**src/rtl/cpu_axi_pkg.sv**
```systemverilog
// Shared AXI/fetch-bridge definitions: bridge FSM states, AXI encodings and
// the RRESP error qualifier used by the uncached instruction bridge.
package cpu_axi_pkg;

  // Bridge FSM: wait for request, address phase, data phase, hold word for fetch
  typedef enum logic [1:0] {
    IDLE = 2'b00,
    AR   = 2'b01,
    R    = 2'b10,
    HOLD = 2'b11
  } bridge_state_e;

  localparam logic [2:0] AXSIZE_WORD  = 3'b010;
  localparam logic [1:0] BURST_INCR   = 2'b01;
  localparam logic [7:0] AXLEN_SINGLE = 8'd0;
  localparam logic [1:0] RESP_OKAY    = 2'b00;

  // RRESP[1] separates SLVERR/DECERR from OKAY/EXOKAY
  localparam logic [1:0] RESP_ERR_MASK = 2'b10;

  function automatic logic resp_is_err(input logic [1:0] resp);
    return (resp & RESP_ERR_MASK) != (RESP_OKAY & RESP_ERR_MASK);
  endfunction

endpackage

```
**src/rtl/inst_uncached_bridge.sv**
```systemverilog
// Uncached instruction fetch bridge: turns a held fetch request into a single
// beat AXI read and holds the returned word until the fetch stage takes it.
// Flushes never abort an AXI handshake; in-flight beats are drained and dropped.
// Optional: INST_BRIDGE_ADDR_CHECK_EN drops a held word when the fetch PC
// changes without a flush.
module inst_uncached_bridge
  import cpu_axi_pkg::*;
#(
  parameter int                   ID_WIDTH = 4,
  parameter logic [ID_WIDTH-1:0]  AR_ID    = '0
) (
  input  logic                clk,
  input  logic                resetn,
  input  logic                req_valid,
  input  logic [31:0]         req_addr,
  input  logic                req_flush,
  input  logic                resp_ready,
  output logic                resp_valid,
  output logic [31:0]         resp_data,
  output logic                resp_err,
  output logic [ID_WIDTH-1:0] arid,
  output logic [31:0]         araddr,
  output logic [7:0]          arlen,
  output logic [2:0]          arsize,
  output logic [1:0]          arburst,
  output logic                arvalid,
  input  logic                arready,
  input  logic [ID_WIDTH-1:0] rid,
  input  logic [31:0]         rdata,
  input  logic [1:0]          rresp,
  input  logic                rlast,
  input  logic                rvalid,
  output logic                rready
);

  bridge_state_e state_q, state_d;
  logic [31:0]   araddr_q, araddr_d;
  logic          discard_q, discard_d;
  logic [31:0]   resp_data_q, resp_data_d;
  logic          resp_err_q, resp_err_d;
  logic          addr_mismatch;

  // Only one read is ever outstanding, so RID/RLAST carry no information
  logic unused_bits;
  assign unused_bits = ^{rid, rlast, req_addr[1:0]};

`ifdef INST_BRIDGE_ADDR_CHECK_EN
  assign addr_mismatch = (state_q == HOLD) && (req_addr[31:2] != araddr_q[31:2]);
`else
  assign addr_mismatch = 1'b0;
`endif

  // State and datapath registers with asynchronous reset
  always_ff @(posedge clk or negedge resetn) begin
    if (!resetn) begin
      state_q     <= IDLE;
      araddr_q    <= '0;
      discard_q   <= 1'b0;
      resp_data_q <= '0;
      resp_err_q  <= 1'b0;
    end else begin
      state_q     <= state_d;
      araddr_q    <= araddr_d;
      discard_q   <= discard_d;
      resp_data_q <= resp_data_d;
      resp_err_q  <= resp_err_d;
    end
  end

  // Next-state logic: request capture, AR/R handshakes, discard tracking
  always_comb begin
    state_d     = state_q;
    araddr_d    = araddr_q;
    discard_d   = discard_q;
    resp_data_d = resp_data_q;
    resp_err_d  = resp_err_q;
    case (state_q)
      IDLE: begin
        if (req_valid && !req_flush) begin
          araddr_d = {req_addr[31:2], 2'b00};
          state_d  = AR;
        end
      end
      AR: begin
        // arvalid must stay up once raised; a flush only marks the beat for discard
        if (req_flush) discard_d = 1'b1;
        if (arready)   state_d   = R;
      end
      R: begin
        if (rvalid) begin
          if (discard_q || req_flush) begin
            discard_d = 1'b0;
            state_d   = IDLE;
          end else begin
            resp_data_d = rdata;
            resp_err_d  = resp_is_err(rresp);
            state_d     = HOLD;
          end
        end else if (req_flush) begin
          discard_d = 1'b1;
        end
      end
      HOLD: begin
        if (resp_ready || req_flush || addr_mismatch) state_d = IDLE;
      end
      default: state_d = IDLE;
    endcase
  end

  assign arvalid    = (state_q == AR);
  assign rready     = (state_q == R);
  assign resp_valid = (state_q == HOLD) && !addr_mismatch;
  assign resp_data  = resp_data_q;
  assign resp_err   = resp_err_q;
  assign araddr     = araddr_q;
  assign arid       = AR_ID;
  assign arlen      = AXLEN_SINGLE;
  assign arsize     = AXSIZE_WORD;
  assign arburst    = BURST_INCR;

endmodule
```
**config.mk**
```make
export PLATFORM = sky130hd
export DESIGN_NAME = inst_uncached_bridge
export DESIGN_NICKNAME = d
export VERILOG_FILES = /design/src/rtl/cpu_axi_pkg.sv /design/src/rtl/inst_uncached_bridge.sv
export SDC_FILE = /design/constraint.sdc
export NUM_CORES = 1
export LEC_CHECK = 0
export ABC_AREA = 1
export BUFFER_PORTS_ARGS = -buffer_cell sky130_fd_sc_hd__buf_2
export CELL_PAD_IN_SITES_DETAIL_PLACEMENT = 0
export CELL_PAD_IN_SITES_GLOBAL_PLACEMENT = 2
export CORE_UTILIZATION = 26
export DETAILED_ROUTE_END_ITERATION = 8
export GPL_ROUTABILITY_DRIVEN = 0
export HOLD_SLACK_MARGIN = 0.06
export PLACE_DENSITY_LB_ADDON = 0.3
export SLEW_MARGIN = 15
export SYNTH_ARGS = -nofsm -noshare
export SYNTH_HDL_FRONTEND = slang
export SYNTH_SLANG_ARGS = --single-unit
export TNS_END_PERCENT = 20
```
**constraint.sdc**
```tcl
create_clock -name clk -period 2.1 [get_ports clk]
set_input_delay 0 -clock clk [delete_from_list [all_inputs] [get_ports clk]]
set_output_delay 0 -clock clk [all_outputs]
set_load 0.01 [all_outputs]
```
==> metrics.txt, run 1 <==
Peak VDD IR 0.5399 mV; Clock Pin Slew Worst Setup and Hold Paths 0.06 ns; Iter 0 DRT Violations 101; Worst Path Arrival 2.05 ns; pwr dens roughly 1200 nW/um^2; Synth area leader dfrtp_1; Setup TNS 0 ns; DP Cell Count 593; hold_buf cts 66; first-pass iteration count of the detailed router 4; post-synth cell types 17; Clock Skews 0.008942 ns; synthesis-to-layout area growth 58.19%; final core utilization 0.4277; Sw Share 0.3411; CTS Buf Count 9; R2R cell count 7; share of post-route cells with drive strength above 1 0.3159; Crit Path Class register to register; synth cell count leaders 78 x nand2_1, 71 x inv_1, 66 x dfrtp_1; crit-path max FO 7; largest net degree at the start of global routing 67; Post-CTS Repair Setup Buffers 0; num rows 38; ys async rst share 1.000; Placeable Area 10,940 sq um; status completed; P_sw 1.951 mW; Pint 3.769 mW; DRT antenna net count 0; cell-by-cell trace of the critical path inv_1, ha_1, nand2_1, inv_1, o21ai_0, dlygate4sd3_1, inv_1; placed inst area around 3700 sq um; most frequent CP cell inv_1; top layer reached by signal wires met4; Initial Utilization 0.2704; Tot Pwr 5.720 mW; clk_lat worst skew 0.32 ns; CTS-repair resized insts 0; hold depth 6; DIE HEIGHT roughly 110 um; count leader, synth nand2_1; Tot GR Track Use 0.1193; Syn Inst Count ~330; CTS root buffer clkbuf_16; Maximum Capacitance Violations 0; Finished Layout Cells 675; finished layout cell area 4677 sq um; met1 WL 3.126 mm; fmax 0.5460 GHz; num ports ~160; die span in x 108.6 um; Worst Path Buf+Inv 4; Layout Nets 614; post-synth top area share 0.5586; slowest cell on the critical path dlygate4sd3_1; minimum clock period 1.832 ns; ys flop type dfrtp_1; critical path startpoint category register; Crit. End Element register; Tcrit/Tclk final 0.8721; DRC viols 0; Worst Path Required 2.32 ns; Max stage delay on crit path 0.58 ns; delay-heaviest family, CP buffers and inverters; Syn Std Cell Area 2957 sq um; clock sink count 66; sequential share of power 0.385; Leak 2.682 nW; RSZ-0062 raised after global routing false; Final Max Tran Viols 0; global-route wire length before repair 10.96 mm; CTS tree built; Clock power frac 0.260; gr ovfl total 0; hold_sp resp_ready; syn_area_per_cell 8.987 sq um; ranking of synthesized cells by area dfrtp_1 56%, nand2_1 9.9%, inv_1 9.0%; vias in the first global route 2,413; ANT cells 0; final setup fails 0; flops & latches, synth 66; Worst R2R Start state_q[1]; final hold vios 0; Post-DP HPWL 4.435 mm; register area share after synthesis 0.5586; final WL just under 7 mm; port buffer count 135; H-tree levels 3; CP startpoint state_q[1]; initial antenna violation count 0; Hold Crit Class input pin to register; Vias 2,574; Max Buffers Root-to-Sink 2; metal2 WL 2.998 mm; number of cells on the critical path 7; die area 11,800 sq um; Via density 3.813; EDFF count, synth 0; DR WL met3 approximately 630 um; combinational share of power 0.355; Wirelength per Cell 10.09 um; Yosys Warn Count 0
## state kept, by name, summed over array words and instances, names as in the netlist
register / cells
state_q: 2
resp_data: 32
araddr: 30
discard_q: 1
resp_err: 1
## kinds of logic (layout without fill, tap and decap cells)
group | Yosys count | count (layout) | share of synthesized area
adders and majority gates | 6 | 6 | 0.02539
DFF | 66 | 66 | 0.5586
and+or+nand+nor | 86 | 86 | 0.1155
buffers and inverters | 103 | 292 | 0.1689
AOI/OAI and AO/OA | 66 | 66 | 0.1291
other | 2 | 19 | 0.002540
## metrics by stage
| step | hold slack (ns) | setup WS (ns) |
|---|---|---|
| floorplan | -0.2956 | 0.6905 |
| global placement | 0.05356 | 0.5361 |
| detailed placement | 0.05629 | 0.4976 |
| CTS | 0.08491 | 0.2917 |
| global route | 0.1460 | 0.1340 |
| finish | 0.08907 | 0.2685 |
## final timing paths
check                      slack (ns)             to
max                              0.27      discard_q
min                              0.09     state_q[1]
max reg2reg                      0.27      discard_q
min reg2reg                      0.47       resp_err
max in group asynchronous        1.56     araddr[28]
min in group asynchronous        0.24  resp_data[22]
## worst reg2reg max path, cell delays in order (launching register included)
cell and delay, ns:
dfrtp_1 0.45, inv_1 0.11, ha_1 0.31, nand2_1 0.07
inv_1 0.03, o21ai_0 0.13, dlygate4sd3_1 0.58, inv_1 0.04
## cell type report
cell class                 instances  area [sq um]
fill                            1109          6259
sequential                        66          1652
timing repair buffer             205          1416
multi-input combinational        177         869.6
inverter                          71         266.5
clock buffer                      12         246.5
tap                              140         175.2
clock inverter                     4         51.30
## layout by cell type (no fill, tap or decap)
cell           synthesis  routed
a21o_1                 1       1
buf_12                 0       4
buf_2                  3     135
bufinv_16              0       1
clkbuf_1               5       2
clkbuf_16              0       9
clkbuf_8               0       1
clkinv_2               0       1
clkinv_4               0       1
clkinvlp_4             0       1
conb_1                 2      19
dfrtp_1               66      66
dlygate4sd3_1          0      66
ha_1                   6       6
inv_1                 71      71
nand2_1               78      78
nand3_1                3       3
nand3_2                2       2
nor2_1                 2       2
nor2_2                 1       1
o21ai_0               30      30
o21ai_1               22      22
o21ai_2               13      13
## layer usage
metal | global-route usage | vias up
met1 | 0.1486 | 1120
met3 | 0.04423 | 4
li1 | - | 1346
met4 | 0.04344 | 0
met5 | 0 | -
met2 | 0.1885 | 104
## power groups by stage
| stage | sequential (mW) | combinational (mW) | clock [mW] |
|---|---|---|---|
| after floorplan | 2.50 | 0.804 | 0 |
| after global placement | 2.19 | 1.94 | 0 |
| after detailed placement | 2.22 | 1.95 | 0 |
| after CTS | 2.21 | 2.07 | 1.55 |
| after global routing | 2.30 | 2.31 | 1.60 |
| final | 2.20 | 2.03 | 1.49 |
Power figures use the tool's default switching activity.
==> run 2: changes to the inputs <==
Settings changed: GPL_ROUTABILITY_DRIVEN 0 to default, REMOVE_ABC_BUFFERS from default to 1.
==> run 2 against run 1 <==
  * Design area grew 0.70%
  * Critical path depth fell by 1
  * Worst hold slack improved by 0.0048 ns
  * First-iteration DRC count rose by 3.0%
  * Sequential share of layout area fell by 0.24 points
  * Sequential power about the same
  * Critical endpoint is now resp_data[28]
  * Largest power group unchanged
  * Highest routed layer unchanged
==> metrics.txt, run 2 (synthesis results as in run 1) <==
DRC viols 0; Max Buffers Root-to-Sink 2; Via density about 3.8; commonest non-fill, non-tap cell in the layout buf_2; slowest cell on the critical path dlygate4sd3_1; Finished Layout Cells ~680; Post-DP HPWL 4.580 mm; Hold Crit Class input pin to register; critical path startpoint category register; Leak about 2.7 nW; largest net degree at the start of global routing 63; CTS root buffer clkbuf_16; DRT antenna net count 0; CP startpoint state_q[0]; die span in x 108.6 um; final core utilization 0.4307; sequential share of power 0.372; RSZ-0062 raised after global routing false; Sw Share 0.3329; Post-CTS Repair Setup Buffers 0; vias in the first global route 2,504; Crit. End Element register; clock sink count 66; Worst-Margin Slew 0.6169 ns; Placeable Area 10,940 sq um; Clock Skews roughly 0.0044 ns; global-route wire length before repair 11.35 mm; Max stage delay on crit path 0.55 ns; P_sw approximately 2 mW; Layout Nets 615; Clock Pin Slew Worst Setup and Hold Paths around 0.050 ns; Worst R2R Start state_q[0]; # fillers 1,092; placed inst area around 3700 sq um; delay-heaviest family, CP buffers and inverters; CTS-repair resized insts 0; num ports 163; status completed; hold_buf cts 68; final hold vios 0; Pint between 3 and 4 mW; Initial Utilization 0.2704; port buffer count 135; final setup fails 0; final WL 6.963 mm; Worst Path Buf+Inv 2; clk_lat worst skew 0.33 ns; number of cells on the critical path 6; Peak VDD IR about 0.49 mV; initial antenna violation count 0; pwr dens 1254 nW/um^2; Setup TNS 0 ns; Tot GR Track Use 0.1250; CTS Buf Count 9; Wirelength per Cell slightly above 10 um; combinational share of power 0.350; Crit Path Class register to register; Vias approximately 2,600; Worst Path Required ~2.3 ns; ANT cells 0; final RePlAce weighted congestion 0.7032; H-tree levels 3; commonest non-fill, non-tap cells in the layout 135 x buf_2, 78 x nand2_1, 71 x inv_1, 68 x dlygate4sd3_1, 66 x dfrtp_1; R2R cell count 6; hold depth 6; DP Cell Count 592; first-pass iteration count of the detailed router 4; hold_sp resp_ready; cell-by-cell trace of the critical path inv_1, ha_1, nand3_2, nand2_1, o21ai_1, dlygate4sd3_1; crit-path max FO 5; Final Max Tran Viols 0; fmax 0.5546 GHz; share of post-route cells with drive strength above 1 0.3153; DIE HEIGHT 108.6 um; Tcrit/Tclk final 0.8587; Iter 0 DRT Violations 104; minimum clock period between 1.5 and 2 ns; finished layout cell area 4710 sq um; Maximum Capacitance Violations 0; Worst Path Arrival 2.01 ns; synthesis-to-layout area growth 59.29%; CTS tree built; gr ovfl total 0; max reg flops 32; die area 11,800 sq um; num rows 38; Tot Pwr 5.905 mW; Clock power frac 0.279; Slew HR 0.5887
[run 2: stage by stage]
step	setup WS [ns]	hold slack [ns]
after floorplan	0.01600	-0.2956
after global placement	0.5695	0.05730
after detailed placement	0.5523	0.06145
after CTS	0.2738	0.09778
after global routing	0.1325	0.1268
final	0.2968	0.09389
[run 2: worst register-to-register path, delay by kind of cell (launching register included)]
kind	cells	cell delay (ns)
buffers and inverters	2	0.70
AO/OA/AOI/OAI	1	0.06
flip-flops	1	0.41
AND/OR/NAND/NOR	2	0.27
adder cells (fa/ha/maj)	1	0.26
[run 2: worst paths after layout]
kind | endpoint | slack, ns
max | resp_data[28] | 0.30
min | state_q[0] | 0.09
max reg2reg | resp_data[28] | 0.30
min reg2reg | resp_data[7] | 0.47
max in group asynchronous | araddr[30] | 1.22
min in group asynchronous | araddr[15] | 0.23
[run 2: layout make-up]
type,instances,area [sq um],area share
well taps,140,175.2,0.03719
clock buffers,12,256.5,0.05446
clock inverters,4,73.82,0.01567
multi-input cells,177,869.6,0.1846
flip-flops and latches,66,1652,0.3507
repair buffers,206,1416,0.3007
inverters,71,266.5,0.05659
[run 2: layer usage]
metal | GRT usage | up-vias | wire length (um)
li1 | - | 1351 | -
met1 | 0.1558 | 1097 | 3303
met4 | 0.05792 | 0 | 100
met2 | 0.1890 | 111 | 2863
met5 | 0 | - | 0
met3 | 0.04961 | 9 | 696
[run 2: power groups by stage]
stage / Combinational (mW) / Clock [mW] / Sequential [mW]
2_1_floorplan: 0.753 / 0 / 2.50
3_3_place_gp: 1.95 / 0 / 2.19
3_5_place_dp: 1.96 / 0 / 2.21
4_1_cts: 2.10 / 1.70 / 2.20
5_1_grt: 2.37 / 1.77 / 2.29
6_report: 2.06 / 1.65 / 2.19
==> run 3: changes to the inputs <==
Settings changed: ABC_CLOCK_PERIOD_IN_PS from default to 2100, CORE_ASPECT_RATIO from default to 1.1.
==> run 3 against run 2 <==
  * Die area hardly changed
  * Worst hold slack better by 0.00086 ns
  * Combinational power hardly changed
  * First-iteration DRC count fell by 24%
  * Register-to-register slack barely moved
  * Sequential share of layout area shrank 0.31 points
  * Global-route usage down 0.77 points
  * Critical path depth increased by 1
  * Design area rose by 0.90%
  * Power grew 3.0%
==> metrics.txt, run 3 (synthesis results as in run 1) <==
status completed; Peak VDD IR 0.5739 mV; Final Max Tran Viols 0; Max Buffers Root-to-Sink 2; Worst Path Buf+Inv 4; Crit. End Element register; minimum clock period about 1.8 ns; Crit Path Class register to register; Initial Utilization 0.2685; Clock Pin Slew Worst Setup and Hold Paths about 0.050 ns; RSZ-0062 raised after global routing false; Layout Nets 614; delay-heaviest family, CP buffers and inverters; Leak 2.716 nW; sequential share of power 0.361; Pint 4.130 mW; Clock Skews 0.005791 ns; final WL just under 7 mm; commonest non-fill, non-tap cells in the layout 135 x buf_2, 78 x nand2_1, 71 x inv_1, 66 x dfrtp_1, 66 x dlygate4sd3_1; slowest cell on the critical path dlygate4sd3_1; clk_lat worst skew approximately 0.32 ns; global-route wire length before repair ~11 mm; Clock power frac 0.305; fin worst setup slack approximately 0.31 ns; Hold Crit Class input pin to async pin; # fillers 1,130; initial antenna violation count 0; Maximum Capacitance Violations 0; fmax 0.5583 GHz; dpl ws 0.6401 ns; Post-DP HPWL between 4 and 5 mm; synthesis-to-layout area growth 60.73%; Sequential Area 1652 sq um; area of the multi-input gates 869.6 sq um; Tot GR Track Use 0.1173; CTS tree built; Max stage delay on crit path 0.56 ns; P_sw 1.954 mW; most frequent CP cell inv_1; num rows 40; die area ~12,000 sq um; Post-CTS Repair Setup Buffers 0; Tcrit/Tclk final 0.8530; Placeable Area 11,010 sq um; critical path startpoint category register; CTS Buf Count 9; Sw Share 0.3212; Iter 0 DRT Violations 79; final core utilization 0.4316; clock sink count 66; vias in the first global route 2,432; die span in x 103.7 um; gr ovfl total 0; Setup TNS 0 ns; Worst Path Arrival about 2.0 ns; cell-by-cell trace of the critical path inv_1, ha_1, nand2_1, inv_1, o21ai_0, dlygate4sd3_1, inv_1; crit-path max FO 7; num ports 163; combinational share of power 0.333; Vias 2,554; final RePlAce weighted congestion 0.7305; DRC viols 0; largest net degree at the start of global routing 67; port buffer count 135; final setup fails 0; first-pass iteration count of the detailed router 4; final hold vios 0; pwr dens 1280 nW/um^2; commonest non-fill, non-tap cell in the layout buf_2; Worst Path Required 2.31 ns; placed inst area 3715 sq um; DIE HEIGHT 113.8 um; max reg flops 32; DRT antenna net count 0; finished layout cell area 4752 sq um; ANT cells 0; H-tree levels 3; CTS root buffer clkbuf_16; share of post-route cells with drive strength above 1 0.3196; Wirelength per Cell about 9.9 um; Via density 3.745
==> run 3: worst paths after layout <==
kind	start	end	slack [ns]	cells after the start
max in group asynchronous	resetn	resp_data[11]	1.44	3
min in group clk	resp_ready	state_q[0]	0.10	6
max	state_q[1]	discard_q	0.31	7
min	resetn	araddr[29]	0.09	2
min reg2reg	resp_err	resp_err	0.47	2
max reg2reg	state_q[1]	discard_q	0.31	7
==> run 3: per-layer routing <==
layer	share of wire	vias to the layer above	global-route usage
met4	0.016	0	0.05714
met5	0	-	0
met2	0.45	102	0.1884
met1	0.46	1095	0.1444
li1	-	1349	-
met3	0.077	8	0.03543
==> run 3: layout make-up <==
cell class / count / area share
multi-input combinational: 177 / 0.1830
timing repair buffer: 205 / 0.2954
sequential: 66 / 0.3476
inverter: 71 / 0.05608
clock buffer: 10 / 0.05029
tap: 147 / 0.03870
clock inverter: 6 / 0.02896
==> run 3: power groups by stage <==
stage,Combinational (mW),Clock (mW),Sequential (mW)
global route,2.29,1.96,2.29
floorplan,0.753,0,2.50
finish,2.03,1.86,2.20
global placement,1.94,0,2.19
detailed placement,1.96,0,2.22
CTS,2.07,1.92,2.21
==> run 3: per-stage QoR <==
step / total power, mW / std cells / hold WS [ns]
global route: 6.544 / 682 / 0.1194
floorplan: 3.256 / 314 / -0.2956
finish: 6.083 / 682 / 0.09475
global placement: 4.133 / 600 / -0.1017
detailed placement: 4.177 / 600 / -0.09936
CTS: 6.193 / 682 / 0.08996
==> run 3: what timing repair did <==
item	in CTS	in global routing
endpoints found under the hold margin	130	0
resized for setup	0	0
hold buffers	66	0
